### src/rtl/kof_pkg.sv
`default_nettype none
// ============================================================================
//  Module   : kof_pkg
//  Brief    : Shared phase/result encodings and default frame constants for
//             the fighter round/match sequencer.
//  Revision : 1.0 - initial release
// ============================================================================
package kof_pkg;

    typedef enum logic [2:0] {
        PH_IDLE       = 3'd0,
        PH_INTRO      = 3'd1,
        PH_FIGHT      = 3'd2,
        PH_KO         = 3'd3,
        PH_ROUND_END  = 3'd4,
        PH_MATCH_OVER = 3'd5
    } phase_t;

    typedef enum logic [1:0] {
        RES_NONE = 2'd0,
        RES_P1   = 2'd1,
        RES_P2   = 2'd2,
        RES_DRAW = 2'd3
    } result_t;

    localparam int c_intro_frames = 120;
    localparam int c_ko_frames    = 90;
    localparam int c_wins_needed  = 2;
    localparam int c_max_rounds   = 5;

endpackage
`default_nettype wire

### src/rtl/match_ctrl_if.sv
`default_nettype none
// ============================================================================
//  Module   : match_ctrl_if
//  Brief    : Game-side signals between the match sequencer and its peers.
//  Revision : 1.0 - initial release
// ============================================================================
interface match_ctrl_if;

    logic       vsync;
    logic       start_key;
    logic [7:0] char1_hp;
    logic [7:0] char2_hp;
    logic [5:0] seconds;
    logic       stop;
    logic       round_reset;
    logic [2:0] phase;
    logic [2:0] round_num;
    logic [1:0] p1_wins;
    logic [1:0] p2_wins;
    logic [1:0] round_result;
    logic [1:0] match_winner;

    modport master (
        input  vsync, start_key, char1_hp, char2_hp, seconds,
        output stop, round_reset, phase, round_num, p1_wins, p2_wins,
               round_result, match_winner
    );

    modport slave (
        output vsync, start_key, char1_hp, char2_hp, seconds,
        input  stop, round_reset, phase, round_num, p1_wins, p2_wins,
               round_result, match_winner
    );

endinterface
`default_nettype wire

### src/rtl/frame_sync.sv
`default_nettype none
// ============================================================================
//  Module   : frame_sync
//  Brief    : Two-flop synchronizer followed by a single-cycle rising-edge
//             detector.
//  Revision : 1.0 - initial release
// ============================================================================
module frame_sync (
    input  wire logic clk,
    input  wire logic reset_n,
    input  wire logic i_async,
    output logic      o_rise
);

    logic [2:0] r_sync;

    always_ff @(posedge clk or negedge reset_n) begin
        if (!reset_n) begin
            r_sync <= '0;
        end else begin
            r_sync <= {r_sync[1:0], i_async};
        end
    end

    // r_sync[2] is the previous synchronized level
    assign o_rise = r_sync[1] & ~r_sync[2];

endmodule
`default_nettype wire

### src/rtl/match_ctrl.sv
`default_nettype none
// ============================================================================
//  Module   : match_ctrl
//  Brief    : Best-of-N round/match sequencer: KO/time-up decisions, global
//             freeze and round reload pulse.
//  Revision : 1.0 - initial release
// ============================================================================
module match_ctrl
    import kof_pkg::*;
#(
    parameter int INTRO_FRAMES = c_intro_frames,
    parameter int KO_FRAMES    = c_ko_frames,
    parameter int WINS_NEEDED  = c_wins_needed,
    parameter int MAX_ROUNDS   = c_max_rounds
) (
    input wire logic     clk,
    input wire logic     reset_n,
    match_ctrl_if.master bus
);

    localparam logic [7:0] c_intro_last = 8'(INTRO_FRAMES - 1);
    localparam logic [7:0] c_ko_last    = 8'(KO_FRAMES - 1);
    localparam logic [1:0] c_wins       = 2'(WINS_NEEDED);
    localparam logic [2:0] c_rounds     = 3'(MAX_ROUNDS);

    logic    w_frame_tick;
    logic    w_start_press;
    phase_t  r_state;
    phase_t  w_state_nxt;
    result_t w_decision;
    logic    w_match_done;
    logic    w_intro_entry;

    logic [7:0] r_fcnt;
    logic       r_stop;
    logic       r_round_reset;
    logic [2:0] r_round_num;
    logic [1:0] r_p1_wins;
    logic [1:0] r_p2_wins;
    result_t    r_round_result;
    result_t    r_match_winner;

    frame_sync u_vsync_sync (
        .clk     (clk),
        .reset_n (reset_n),
        .i_async (bus.vsync),
        .o_rise  (w_frame_tick)
    );

    frame_sync u_start_sync (
        .clk     (clk),
        .reset_n (reset_n),
        .i_async (bus.start_key),
        .o_rise  (w_start_press)
    );

    // KO outranks time-up; a double KO is a draw
    always_comb begin
        w_decision = RES_NONE;
        if (bus.char1_hp == 8'd0 && bus.char2_hp == 8'd0) begin
            w_decision = RES_DRAW;
        end else if (bus.char1_hp == 8'd0) begin
            w_decision = RES_P2;
        end else if (bus.char2_hp == 8'd0) begin
            w_decision = RES_P1;
        end else if (bus.seconds == 6'd0) begin
            if (bus.char1_hp > bus.char2_hp)      w_decision = RES_P1;
            else if (bus.char2_hp > bus.char1_hp) w_decision = RES_P2;
            else                                  w_decision = RES_DRAW;
        end
    end

    assign w_match_done = (r_p1_wins == c_wins) || (r_p2_wins == c_wins) ||
                          (r_round_num == c_rounds);

    always_comb begin
        w_state_nxt = r_state;
        case (r_state)
            PH_IDLE:       if (w_start_press) w_state_nxt = PH_INTRO;
            PH_INTRO:      if (w_frame_tick && r_fcnt == c_intro_last) w_state_nxt = PH_FIGHT;
            PH_FIGHT:      if (r_fcnt != 8'd0 && w_decision != RES_NONE) w_state_nxt = PH_KO;
            PH_KO:         if (w_frame_tick && r_fcnt == c_ko_last) w_state_nxt = PH_ROUND_END;
            PH_ROUND_END:  w_state_nxt = w_match_done ? PH_MATCH_OVER : PH_INTRO;
            PH_MATCH_OVER: if (w_start_press) w_state_nxt = PH_IDLE;
            default:       w_state_nxt = PH_IDLE;
        endcase
    end

    assign w_intro_entry = (w_state_nxt == PH_INTRO) && (r_state != PH_INTRO);

    always_ff @(posedge clk or negedge reset_n) begin
        if (!reset_n) begin
            r_state <= PH_IDLE;
        end else begin
            r_state <= w_state_nxt;
        end
    end

    always_ff @(posedge clk or negedge reset_n) begin
        if (!reset_n) begin
            r_fcnt         <= '0;
            r_stop         <= 1'b1;
            r_round_reset  <= 1'b0;
            r_round_num    <= '0;
            r_p1_wins      <= '0;
            r_p2_wins      <= '0;
            r_round_result <= RES_NONE;
            r_match_winner <= RES_NONE;
        end else begin
            r_stop        <= (w_state_nxt != PH_FIGHT);
            r_round_reset <= w_intro_entry;
            // Saturating so a long FIGHT never wraps back into the input guard
            if (w_state_nxt != r_state) begin
                r_fcnt <= '0;
            end else if (w_frame_tick && r_fcnt != 8'hFF) begin
                r_fcnt <= r_fcnt + 8'd1;
            end
            if (w_intro_entry) begin
                r_round_result <= RES_NONE;
            end
            case (r_state)
                PH_IDLE: begin
                    if (w_start_press) begin
                        r_round_num    <= 3'd1;
                        r_p1_wins      <= '0;
                        r_p2_wins      <= '0;
                        r_match_winner <= RES_NONE;
                    end
                end
                PH_FIGHT: begin
                    if (w_state_nxt == PH_KO) begin
                        r_round_result <= w_decision;
                        if (w_decision == RES_P1 && r_p1_wins != 2'd3) r_p1_wins <= r_p1_wins + 2'd1;
                        if (w_decision == RES_P2 && r_p2_wins != 2'd3) r_p2_wins <= r_p2_wins + 2'd1;
                    end
                end
                PH_ROUND_END: begin
                    if (r_p1_wins == c_wins) begin
                        r_match_winner <= RES_P1;
                    end else if (r_p2_wins == c_wins) begin
                        r_match_winner <= RES_P2;
                    end else if (r_round_num == c_rounds) begin
                        if (r_p1_wins > r_p2_wins)      r_match_winner <= RES_P1;
                        else if (r_p2_wins > r_p1_wins) r_match_winner <= RES_P2;
                        else                            r_match_winner <= RES_DRAW;
                    end else begin
                        r_round_num <= r_round_num + 3'd1;
                    end
                end
                default: ;
            endcase
        end
    end

    assign bus.stop         = r_stop;
    assign bus.round_reset  = r_round_reset;
    assign bus.phase        = r_state;
    assign bus.round_num    = r_round_num;
    assign bus.p1_wins      = r_p1_wins;
    assign bus.p2_wins      = r_p2_wins;
    assign bus.round_result = r_round_result;
    assign bus.match_winner = r_match_winner;

endmodule
`default_nettype wire
### src/flat_wrapper.sv
// flat-port wrapper written by rule: the top's interface ports become plain ports
module match_ctrl_flat import kof_pkg::*;
#(
    parameter int INTRO_FRAMES = c_intro_frames,
    parameter int KO_FRAMES    = c_ko_frames,
    parameter int WINS_NEEDED  = c_wins_needed,
    parameter int MAX_ROUNDS   = c_max_rounds
)
  (clk, reset_n, bus_vsync, bus_start_key, bus_char1_hp, bus_char2_hp, bus_seconds, bus_stop, bus_round_reset, bus_phase, bus_round_num, bus_p1_wins, bus_p2_wins, bus_round_result, bus_match_winner);
  match_ctrl_if bus_i ();
  input wire logic clk;
  input wire logic reset_n;
  input wire logic [$bits(bus_i.vsync)-1:0] bus_vsync;
  input wire logic [$bits(bus_i.start_key)-1:0] bus_start_key;
  input wire logic [$bits(bus_i.char1_hp)-1:0] bus_char1_hp;
  input wire logic [$bits(bus_i.char2_hp)-1:0] bus_char2_hp;
  input wire logic [$bits(bus_i.seconds)-1:0] bus_seconds;
  output wire logic [$bits(bus_i.stop)-1:0] bus_stop;
  output wire logic [$bits(bus_i.round_reset)-1:0] bus_round_reset;
  output wire logic [$bits(bus_i.phase)-1:0] bus_phase;
  output wire logic [$bits(bus_i.round_num)-1:0] bus_round_num;
  output wire logic [$bits(bus_i.p1_wins)-1:0] bus_p1_wins;
  output wire logic [$bits(bus_i.p2_wins)-1:0] bus_p2_wins;
  output wire logic [$bits(bus_i.round_result)-1:0] bus_round_result;
  output wire logic [$bits(bus_i.match_winner)-1:0] bus_match_winner;
  assign bus_i.vsync = bus_vsync;
  assign bus_i.start_key = bus_start_key;
  assign bus_i.char1_hp = bus_char1_hp;
  assign bus_i.char2_hp = bus_char2_hp;
  assign bus_i.seconds = bus_seconds;
  assign bus_stop = bus_i.stop;
  assign bus_round_reset = bus_i.round_reset;
  assign bus_phase = bus_i.phase;
  assign bus_round_num = bus_i.round_num;
  assign bus_p1_wins = bus_i.p1_wins;
  assign bus_p2_wins = bus_i.p2_wins;
  assign bus_round_result = bus_i.round_result;
  assign bus_match_winner = bus_i.match_winner;
  match_ctrl #(.INTRO_FRAMES(INTRO_FRAMES), .KO_FRAMES(KO_FRAMES), .WINS_NEEDED(WINS_NEEDED), .MAX_ROUNDS(MAX_ROUNDS)) u_core (.clk(clk), .reset_n(reset_n), .bus(bus_i));
endmodule
### config.mk
export PLATFORM = sky130hd
export DESIGN_NAME = match_ctrl_flat
export DESIGN_NICKNAME = d
export VERILOG_FILES = /design/src/rtl/kof_pkg.sv /design/src/rtl/match_ctrl_if.sv /design/src/rtl/frame_sync.sv /design/src/rtl/match_ctrl.sv /design/src/flat_wrapper.sv
export SDC_FILE = /design/constraint.sdc
export NUM_CORES = 1
export LEC_CHECK = 0
export CORE_MARGIN = 5
export CORE_UTILIZATION = 40
export DETAILED_ROUTE_END_ITERATION = 16
export MAX_ROUTING_LAYER = met4
export PLACE_DENSITY = 0.65
export SLEW_MARGIN = 20
export SYNTH_ARGS = -nofsm -noshare
export SYNTH_HDL_FRONTEND = slang
export SYNTH_HIERARCHICAL = 1
export SYNTH_SLANG_ARGS = --single-unit
### constraint.sdc
create_clock -name clk -period 2.15 [get_ports clk]
set_clock_uncertainty 0.1 [all_clocks]
set_input_delay 0.43 -clock clk [delete_from_list [all_inputs] [get_ports clk]]
set_output_delay 0.43 -clock clk [all_outputs]
set_load 0.005 [all_outputs]
==> impl_results.md <==
- Status: complete, no violations
- Number of synthesized register bits: 30
- Min-delay worst type: reg -> reg
- Total Nets Final: between 300 and 400
- WS Path Type: in -> reg
- Iteration-0 DRC Markers: 136
- Synth cell types: 45
- Crit share post-route: 0.973
- Num rows: 25
- Reg2Reg Setup Slack: roughly 110 ps
- Root Driver: clkbuf_8
- Ant. Diodes: 0
- Leading cell type in the layout, fill and taps excluded: dfrtp_1
- DR pass1 iterations: 4
- Die area: 6310 um2
- # fillers: 432
- Place WS: -598 ps
- WL final: ~4.5 mm
- Core box area: 4690 um2
- Ports: 42
- Initial antenna violation count: 0
- Achievable Freq: 0.478 GHz
- Sum of negative setup slack: 0 ps
- Depth of the CTS H-tree: 2
- Synth Warn #: 6
- Worst path bufs/invs: 2
- Vias per std cell: 5.28
- Largest net degree at the start of global routing: 31
- Relative slew margins: 0.714
- Commonest non-fill, non-tap cells in the layout: 29 x dfrtp_1, 25 x clkdlybuf4s50_1, 22 x buf_4, 22 x nand2_1, 21 x nor2_1
- Die H: 79.4 um
- Crit path arrival time: 2180 ps
- Syn Std Cell Area: slightly below 2000 um2
- Clock Latency Late Sink: 280 ps
- Register area: 752 um2
- Port buffer count: 41
- Final ANT Viol Nets: 0
- Crit path capture type: flop
- Via count: 1,731
- Clock tree from TritonCTS: yes
- Worst vdd ir: 0.324 mV
- Number of flops mapped to enable cells by yosys: 0
- Vias in the first global route: 1,634
- Crit path launch type: primary input
- CP max stage delay: 460 ps
- Routability congestion estimate: slightly below 0.9
- Worst Path Required: 2240 ps
- Syn_nets: approximately 250
- Number of hold buffers added after cts: 0
- First-pass GRT wire length: 7.56 mm
- Crit Path Max Fanout: 3
- Critical path's slowest cell: a2111oi_4
- Starting Density: 0.411
- PwrDens: 603 nW/um2
- Slew Viols, Final: 0
- Crit-path leading delay family: compound AO/OA/AOI/OAI gates
- Clk slew on worst S/H paths: 70 ps
- Leak: 1.17 nW
- Top_reg_cell synth: dfrtp_1
- CTS Sinks: 30
- Share of layout cells above drive strength 1: 0.237
- Area of the multi-input gates: 1190 um2
- Avg WL per Cell: 13.6 um
- Die width: 79.4 um
- Worst-margin pin slew: 429 ps
- Layout Utilization: 0.577
- Layout overhead on the synthesized area: 40.4%
- Final setup viols: 0
- Final HPWL DP: around 3.4 mm
- Sequential area share after synthesis: 0.390
- CTS Buf Count: 5
- Async S/R FF share, synth: 1.00
- Max Cap Violations: 0
- PnR worst setup slack: 57.8 ps
- Bufs on Longest Clock Path: 2
- Grt ovf: 0
- Crit path cell chain: dlygate4sd2_1, inv_2, ha_4, nand4_1, a21oi_2, o211ai_1, a2111oi_4, mux2i_1
- Hold Vio Cnt, Final: 0
- DRC Markers: 0
- Min cycle time layout: between 2000 and 2500 ps
- GRT Util Overall: 0.154
- Syn avg cell area: 9.27 um2
- Post-synthesis cell count: 208
[worst register-to-register path: cells and delay by family, from the launching register on]
family          cells  cell delay, ps
compound gates      5            1080
fa+ha+maj           1             250
buf+inv             1              80
flops               1             410
[repair_timing]
action / in CTS / in global routing
endpoints found under the hold margin: 0 / 0
pin swaps: 22 / 13
setup endpoints to repair: 15 / 15
buffers inserted: 1 / 3
gates resized for setup: 33 / 29
[Yosys cell counts, types with 2 or more instances]
cell type | instances | area share
nor2_1 | 22 | 0.043
nor3_1 | 4 | 0.010
nor2b_4 | 2 | 0.014
o21ai_0 | 10 | 0.026
and3_1 | 2 | 0.0065
ha_1 | 19 | 0.12
nand2_1 | 22 | 0.043
nand4_1 | 6 | 0.019
o31ai_1 | 2 | 0.0078
clkbuf_1 | 2 | 0.0039
nor4_1 | 3 | 0.0097
inv_1 | 21 | 0.041
xnor2_1 | 6 | 0.027
mux2i_1 | 6 | 0.031
dfrtp_1 | 29 | 0.38
o211ai_1 | 2 | 0.0078
o22ai_1 | 2 | 0.0065
a21oi_1 | 12 | 0.031
or4_1 | 2 | 0.0078
nand3_1 | 9 | 0.023
[through the flow]
step | area (um2) | total power, mW | hold slack, ps | cells
after floorplan | 1930 | 0.974 | 34.4 | 208
after global placement | 2510 | 1.14 | 232 | 316
after detailed placement | 2510 | 1.15 | 239 | 316
after CTS | 2670 | 1.64 | 259 | 325
after global routing | 2710 | 1.74 | 268 | 328
final | 2710 | 1.63 | 257 | 328
[cell families after synthesis]
group / Yosys count / synth area share
AND/OR/NAND/NOR: 78 / 0.202
XOR/XNOR: 7 / 0.0318
buffers and inverters: 25 / 0.0532
AO/OA/AOI/OAI: 43 / 0.169
flip-flops: 30 / 0.390
adder cells (fa/ha/maj): 19 / 0.123
multiplexers: 6 / 0.0311
[where the power goes]
group	total [mW]	switching, mW	internal [mW]
sequential	0.708	0.0783	0.630
combinational	0.450	0.222	0.228
clock	0.475	0.218	0.257
total	1.63	0.518	1.12
[registers in the layout, indices dropped and copies added (netlist names)]
signal                      count
u_core/bus.match_winner         2
u_core/bus.p1_wins              2
u_core/bus.p2_wins              2
u_core/bus.phase                3
u_core/bus.round_num            3
u_core/bus.round_reset          1
u_core/bus.round_result         2
u_core/bus.stop                 1
u_core/r_fcnt                   8
u_core/u_start_sync/r_sync      3
u_core/u_vsync_sync/r_sync      3
[metal layers]
layer | routed length (um) | track usage
met3 | 179 | 0.0339
met5 | 0 | -
met2 | 2210 | 0.242
met1 | 2030 | 0.196
met4 | 61 | 0.0550
[area by class of cell]
class / count / area share
Multi-Input combinational cell: 153 / 0.439
Inverter: 21 / 0.0291
Clock buffer: 6 / 0.0305
Clock inverter: 2 / 0.00462
Sequential cell: 30 / 0.278
Tap cell: 54 / 0.0250
Timing Repair Buffer: 62 / 0.195
[final timing paths]
kind	cells after the start	end	startpoint
setup / recovery	8	u_core/bus.p2_wins[1]$_DFFE_PN0P_	bus_char1_hp[5]
hold / removal	0	u_core/u_vsync_sync/r_sync[1]$_DFF_PN0_	u_core/u_vsync_sync/r_sync[0]$_DFF_PN0_
setup reg to reg	7	u_core/bus.round_result[1]$_DFF_PN0_	u_core/bus.p2_wins[0]$_DFFE_PN0P_
hold reg to reg	0	u_core/u_vsync_sync/r_sync[1]$_DFF_PN0_	u_core/u_vsync_sync/r_sync[0]$_DFF_PN0_
max in group asynchronous	2	u_core/bus.stop$_DFF_PN1_	reset_n
min in group asynchronous	2	u_core/bus.p1_wins[1]$_DFFE_PN0P_	reset_n
No activity file was read; power rests on OpenSTA's default activity.
